File: src/rtl/bitbakery_serial_rx.sv
// 8E1 serial receiver for the BitBakery game link: midpoint-sampled start, data, parity and stop bits.
// Define BITBAKERY_SERIAL_RX_SYNC_EN to put a 2-flop synchronizer on dado_serial (adds 2 cycles of latency).
//
// state        | meaning
// inicial      | line idle, waiting for a low level
// start        | timing to the start-bit midpoint, rejecting glitches
// dados_st     | sampling the 8 data bits, LSB first
// paridade_st  | sampling the parity bit
// stop_st      | sampling the stop bit, latching the byte and status
// fim          | one-cycle completion (pronto)
// espera_linha | framing error; waiting for the line to return high
module bitbakery_serial_rx #(
  parameter int CLKS_PER_BIT = 5208,
  parameter int CNT_W        = $clog2(CLKS_PER_BIT)
) (
  input  logic       clock,
  input  logic       reset,
  input  logic       dado_serial,
  output logic [7:0] dados,
  output logic       pronto,
  output logic       erro_paridade,
  output logic       erro_frame,
  output logic       recebendo
);

  localparam logic [CNT_W-1:0] HALF_TC = CNT_W'(CLKS_PER_BIT / 2 - 1);
  localparam logic [CNT_W-1:0] BIT_TC  = CNT_W'(CLKS_PER_BIT - 1);

  typedef enum logic [2:0] {
    inicial,
    start,
    dados_st,
    paridade_st,
    stop_st,
    fim,
    espera_linha
  } state_t;

  state_t           state, next_state;
  logic [CNT_W-1:0] cnt;
  logic [2:0]       bit_idx;
  logic [7:0]       shift;
  logic             par_q;
  logic             rx;
  logic             tc_half, tc_bit;

`ifdef BITBAKERY_SERIAL_RX_SYNC_EN
  logic [1:0] sync_q;

  // Both flops reset high so the idle line never looks like a start bit.
  always_ff @(posedge clock or posedge reset) begin
    if (reset) sync_q <= 2'b11;
    else       sync_q <= {sync_q[0], dado_serial};
  end

  assign rx = sync_q[1];
`else
  assign rx = dado_serial;
`endif

  assign tc_half = (cnt == HALF_TC);
  assign tc_bit  = (cnt == BIT_TC);

  always_ff @(posedge clock or posedge reset) begin
    if (reset) state <= inicial;
    else       state <= next_state;
  end

  always_comb begin
    next_state = state;
    case (state)
      inicial:      if (!rx) next_state = start;
      start:        if (tc_half) next_state = rx ? inicial : dados_st;
      dados_st:     if (tc_bit && bit_idx == 3'd7) next_state = paridade_st;
      paridade_st:  if (tc_bit) next_state = stop_st;
      stop_st:      if (tc_bit) next_state = fim;
      fim:          next_state = erro_frame ? espera_linha : inicial;
      espera_linha: if (rx) next_state = inicial;
      default:      next_state = inicial;
    endcase
  end

  assign pronto    = (state == fim);
  assign recebendo = (state != inicial);

  // Tick counter counts cycles spent in the current bit; outputs latch on the stop sample.
  always_ff @(posedge clock or posedge reset) begin
    if (reset) begin
      cnt           <= '0;
      bit_idx       <= 3'd0;
      shift         <= 8'h00;
      par_q         <= 1'b0;
      dados         <= 8'h00;
      erro_paridade <= 1'b0;
      erro_frame    <= 1'b0;
    end else begin
      case (state)
        start: cnt <= tc_half ? '0 : cnt + 1'b1;
        dados_st: begin
          if (tc_bit) begin
            cnt            <= '0;
            shift[bit_idx] <= rx;
            bit_idx        <= bit_idx + 3'd1;
          end else begin
            cnt <= cnt + 1'b1;
          end
        end
        paridade_st: begin
          if (tc_bit) begin
            cnt   <= '0;
            par_q <= rx;
          end else begin
            cnt <= cnt + 1'b1;
          end
        end
        stop_st: begin
          if (tc_bit) begin
            cnt           <= '0;
            dados         <= shift;
            erro_paridade <= (^shift) ^ par_q;
            erro_frame    <= ~rx;
          end else begin
            cnt <= cnt + 1'b1;
          end
        end
        default: cnt <= '0;
      endcase
    end
  end

endmodule
File: config.mk
export PLATFORM = sky130hd
export DESIGN_NAME = bitbakery_serial_rx
export DESIGN_NICKNAME = d
export VERILOG_FILES = /design/src/rtl/bitbakery_serial_rx.sv
export SDC_FILE = /design/constraint.sdc
export NUM_CORES = 1
export LEC_CHECK = 0
export BUFFER_PORTS_ARGS = -buffer_cell sky130_fd_sc_hd__buf_2
export CAP_MARGIN = 30
export CORE_AREA = 2 2 50 98
export DETAILED_ROUTE_END_ITERATION = 10
export DIE_AREA = 0 0 52 100
export GPL_ROUTABILITY_DRIVEN = 0
export SLEW_MARGIN = 40
export SYNTH_ARGS = -nofsm -noshare
export SYNTH_HDL_FRONTEND = slang
export SYNTH_SLANG_ARGS = --single-unit
File: constraint.sdc
create_clock -name clock -period 2.5 [get_ports clock]
set_input_delay 0.375 -clock clock [delete_from_list [all_inputs] [get_ports clock]]
set_output_delay 0.375 -clock clock [all_outputs]
set_load 0.02 [all_outputs]
==> flow_summary.ini <==
[floorplan]
io_pins = 15
coreArea_sq_mm = 0.00451
die_area_sq_mm = 0.00520
die_w_microns = 52
initial_core_util_pct = 42.8
fp-row-count = 35
die_h_microns = 100

[sta]
max_freq_ghz = 0.488
rsz0062_at_grt = no
setup_violations = 0
timing.final.crit_share_pct = 82.0
relSlewSlack_pct = 68.5
holdWs_ns = 0.189
fin_setup_tns_ns = 0
tightest_slew_ns = 0.472
slew_viol_final = 0
finalHoldViolations = 0
fin_skew_ns = 0.00462
fin_crit_ns = 2.05

[critical_path]
worstSetupPathType = flip-flop to flip-flop
start_kind = flip-flop
worst_ep_required_time_ns = 2.67
critPathSlowestCell = dfrtp_1
worstPathMaxFanout = 8
cp_cell_sequence = ha_1 -> nor3b_2 -> and4_1 -> nand3_4 -> nor4b_2 -> mux2_1
arrival_ns = 2.22
slowest_delay_ns = 0.38
r2r_cells = 6
cp-end-kind = flip-flop

[logic_synthesis]
ys_types = 38
synthArstFlopShare_pct = 100
yosysWarnings = 0
syn_avg_cell_area_sq_um = 11.0
synth_cells = 175
synth_fp_nets = 181
netlist_area_sq_mm = 0.00193
yosysSeqAreaShare_pct = 49.2
ys.flop_type = dfrtp_1
ys_seq_elements = 38
synth_edf_count = 0

[power]
power.density_mw_per_mm2 = 494
power_switching_w = 0.000213
swShare_pct = 20.1
internal_power_w = 0.000845
p_total_w = 0.00106
leakagePower_nw = 1.04
p_comb_share_pct = 2.2
ir_worst_vdd_v = 0.000520
pwr-share-clk_pct = 39.4
power_frac_seq_pct = 58.4

[route]
postRouteAntennaNets = 0
drcViolationCount = 0
finalWirelength_microns = 3130
first_pass_iters = 4
avgRoutedWirePerCell_microns = 12.7
drt_iter0_markers = 13
vias_per_cell = 5.11
dr_total_vias = 1258

[clock_network]
cts_tree = yes
path_clk_slew_ns = 0.07
clk_latency_ns = 0.28
postCtsSetupRepairBufs = 0
htree_levels = 2
postCtsHoldBufs = 0
root_buffer = clkbuf_8
cts_sinks = 38
clockBufferDepth = 2
cts_resized = 0
cts_buffers = 5

[cells_and_area]
area_growth_pct = 10.9
multi_input_area_sq_um = 923
layout-drive-gt1-share_pct = 16.8
mostFrequentLayoutCell = dfrtp_1
finalNetCount = 196
antennaDiodeCount = 0
seq_area_sq_um = 951
final_cell_mix = dfrtp_1 (38), nor2_1 (21), mux2_1 (19)
stdcell_count = 246
nFillCells = 431

[global_route]
grtUsageTotal_pct = 14.4
grt_max_degree = 39
antenna_found_initial = 0
gr-total-overflow = 0
grt_pass1_vias = 1266
grt_pass1_wl_microns = 5660

[flow_run]
maxCapViolCount = 0

[place]
dp.cells = 238
port_buffers = 14
hpwl_microns = 2180

[hold_path]
worstHoldPathType = primary input to asynchronous set/reset pin

[outcome]
status = complete, no violations
[final timing paths]
path,endpoint,slack (ns),from
worst min-delay path,dados[3],0.19,reset
worst max-delay path,shift[4],0.45,cnt[0]
worst min register to register,cnt[0],0.48,cnt[0]
max in group asynchronous,cnt[0],1.98,reset
worst max register to register,shift[4],0.45,cnt[0]
min in group clock,erro_frame,0.46,dado_serial
[layer usage]
metal | track usage [%] | wire length [microns]
met1 | 18.1 | 1490
met2 | 22.9 | 1470
met3 | 3.57 | 99
met4 | 6.68 | 68
met5 | 0 | 0
[through the flow]
| step | setup WS [ns] | cell area [sq um] | util, % |
|---|---|---|---|
| final | 0.450 | 2140 | 47.5 |
| after floorplan | 0.594 | 1930 | - |
| after detailed placement | 0.427 | 2050 | 45.5 |
| after global placement | 0.478 | 2050 | 45.5 |
| after CTS | 0.429 | 2140 | 47.5 |
| after global routing | 0.261 | 2140 | 47.5 |
[cell families after synthesis]
kind of cell | Yosys count | synth area share, %
and+or+nand+nor | 69 | 21.0
muxes | 19 | 11.1
buffers and inverters | 13 | 2.98
xor gates and xnor gates | 20 | 9.07
DFF | 38 | 49.2
adders and majority gates | 3 | 1.94
AOI/OAI and AO/OA | 13 | 4.73
[worst max-delay path, delay by kind of cell (launching register included)]
| family | cells | cell delay (ns) |
|---|---|---|
| adder cells (fa/ha/maj) | 1 | 0.21 |
| flip-flops | 1 | 0.38 |
| AND/OR/NAND/NOR | 4 | 1.01 |
| multiplexers | 1 | 0.35 |
[cells in the mapped netlist (3+ instances only)]
library cell  instances  area (sq um)
clkbuf_1              3          11.3
dfrtp_1              38           951
xor2_1                8          70.1
nand2_1              17          63.8
buf_2                 4          20.0
xnor2_1              12           105
nand3_1               5          25.0
nor2b_1               3          18.8
o21ai_1               3          15.0
mux2_1               19           214
nand4_1               3          18.8
inv_1                 3          11.3
nor4b_2               3          45.0
a21oi_1               4          20.0
ha_1                  3          37.5
nor2_1               21          78.8
[cell type report]
type / instances / share of cell area (%)
sequential: 38 / 44.4
clock inverter: 1 / 0.234
inverter: 4 / 0.701
clock buffer: 7 / 4.03
timing repair buffer: 17 / 4.32
tap: 55 / 3.21
multi-input combinational: 124 / 43.1
[flip-flops by register name, summed over array words and instances, names as in the netlist]
signal         flops
cnt               13
shift              8
dados              8
erro_frame         1
erro_paridade      1
par_q              1
bit_idx            3
state              3
[power groups by stage]
stage	clock network (W)	registers, W	logic (W)
2_1_floorplan	0	0.000629	0.0000165
3_3_place_gp	0	0.000629	0.0000244
3_5_place_dp	0	0.000629	0.0000245
4_1_cts	0.000442	0.000617	0.0000246
5_1_grt	0.000467	0.000617	0.0000279
6_report	0.000417	0.000618	0.0000232
Note: power is estimated with default switching activity, not from simulation.
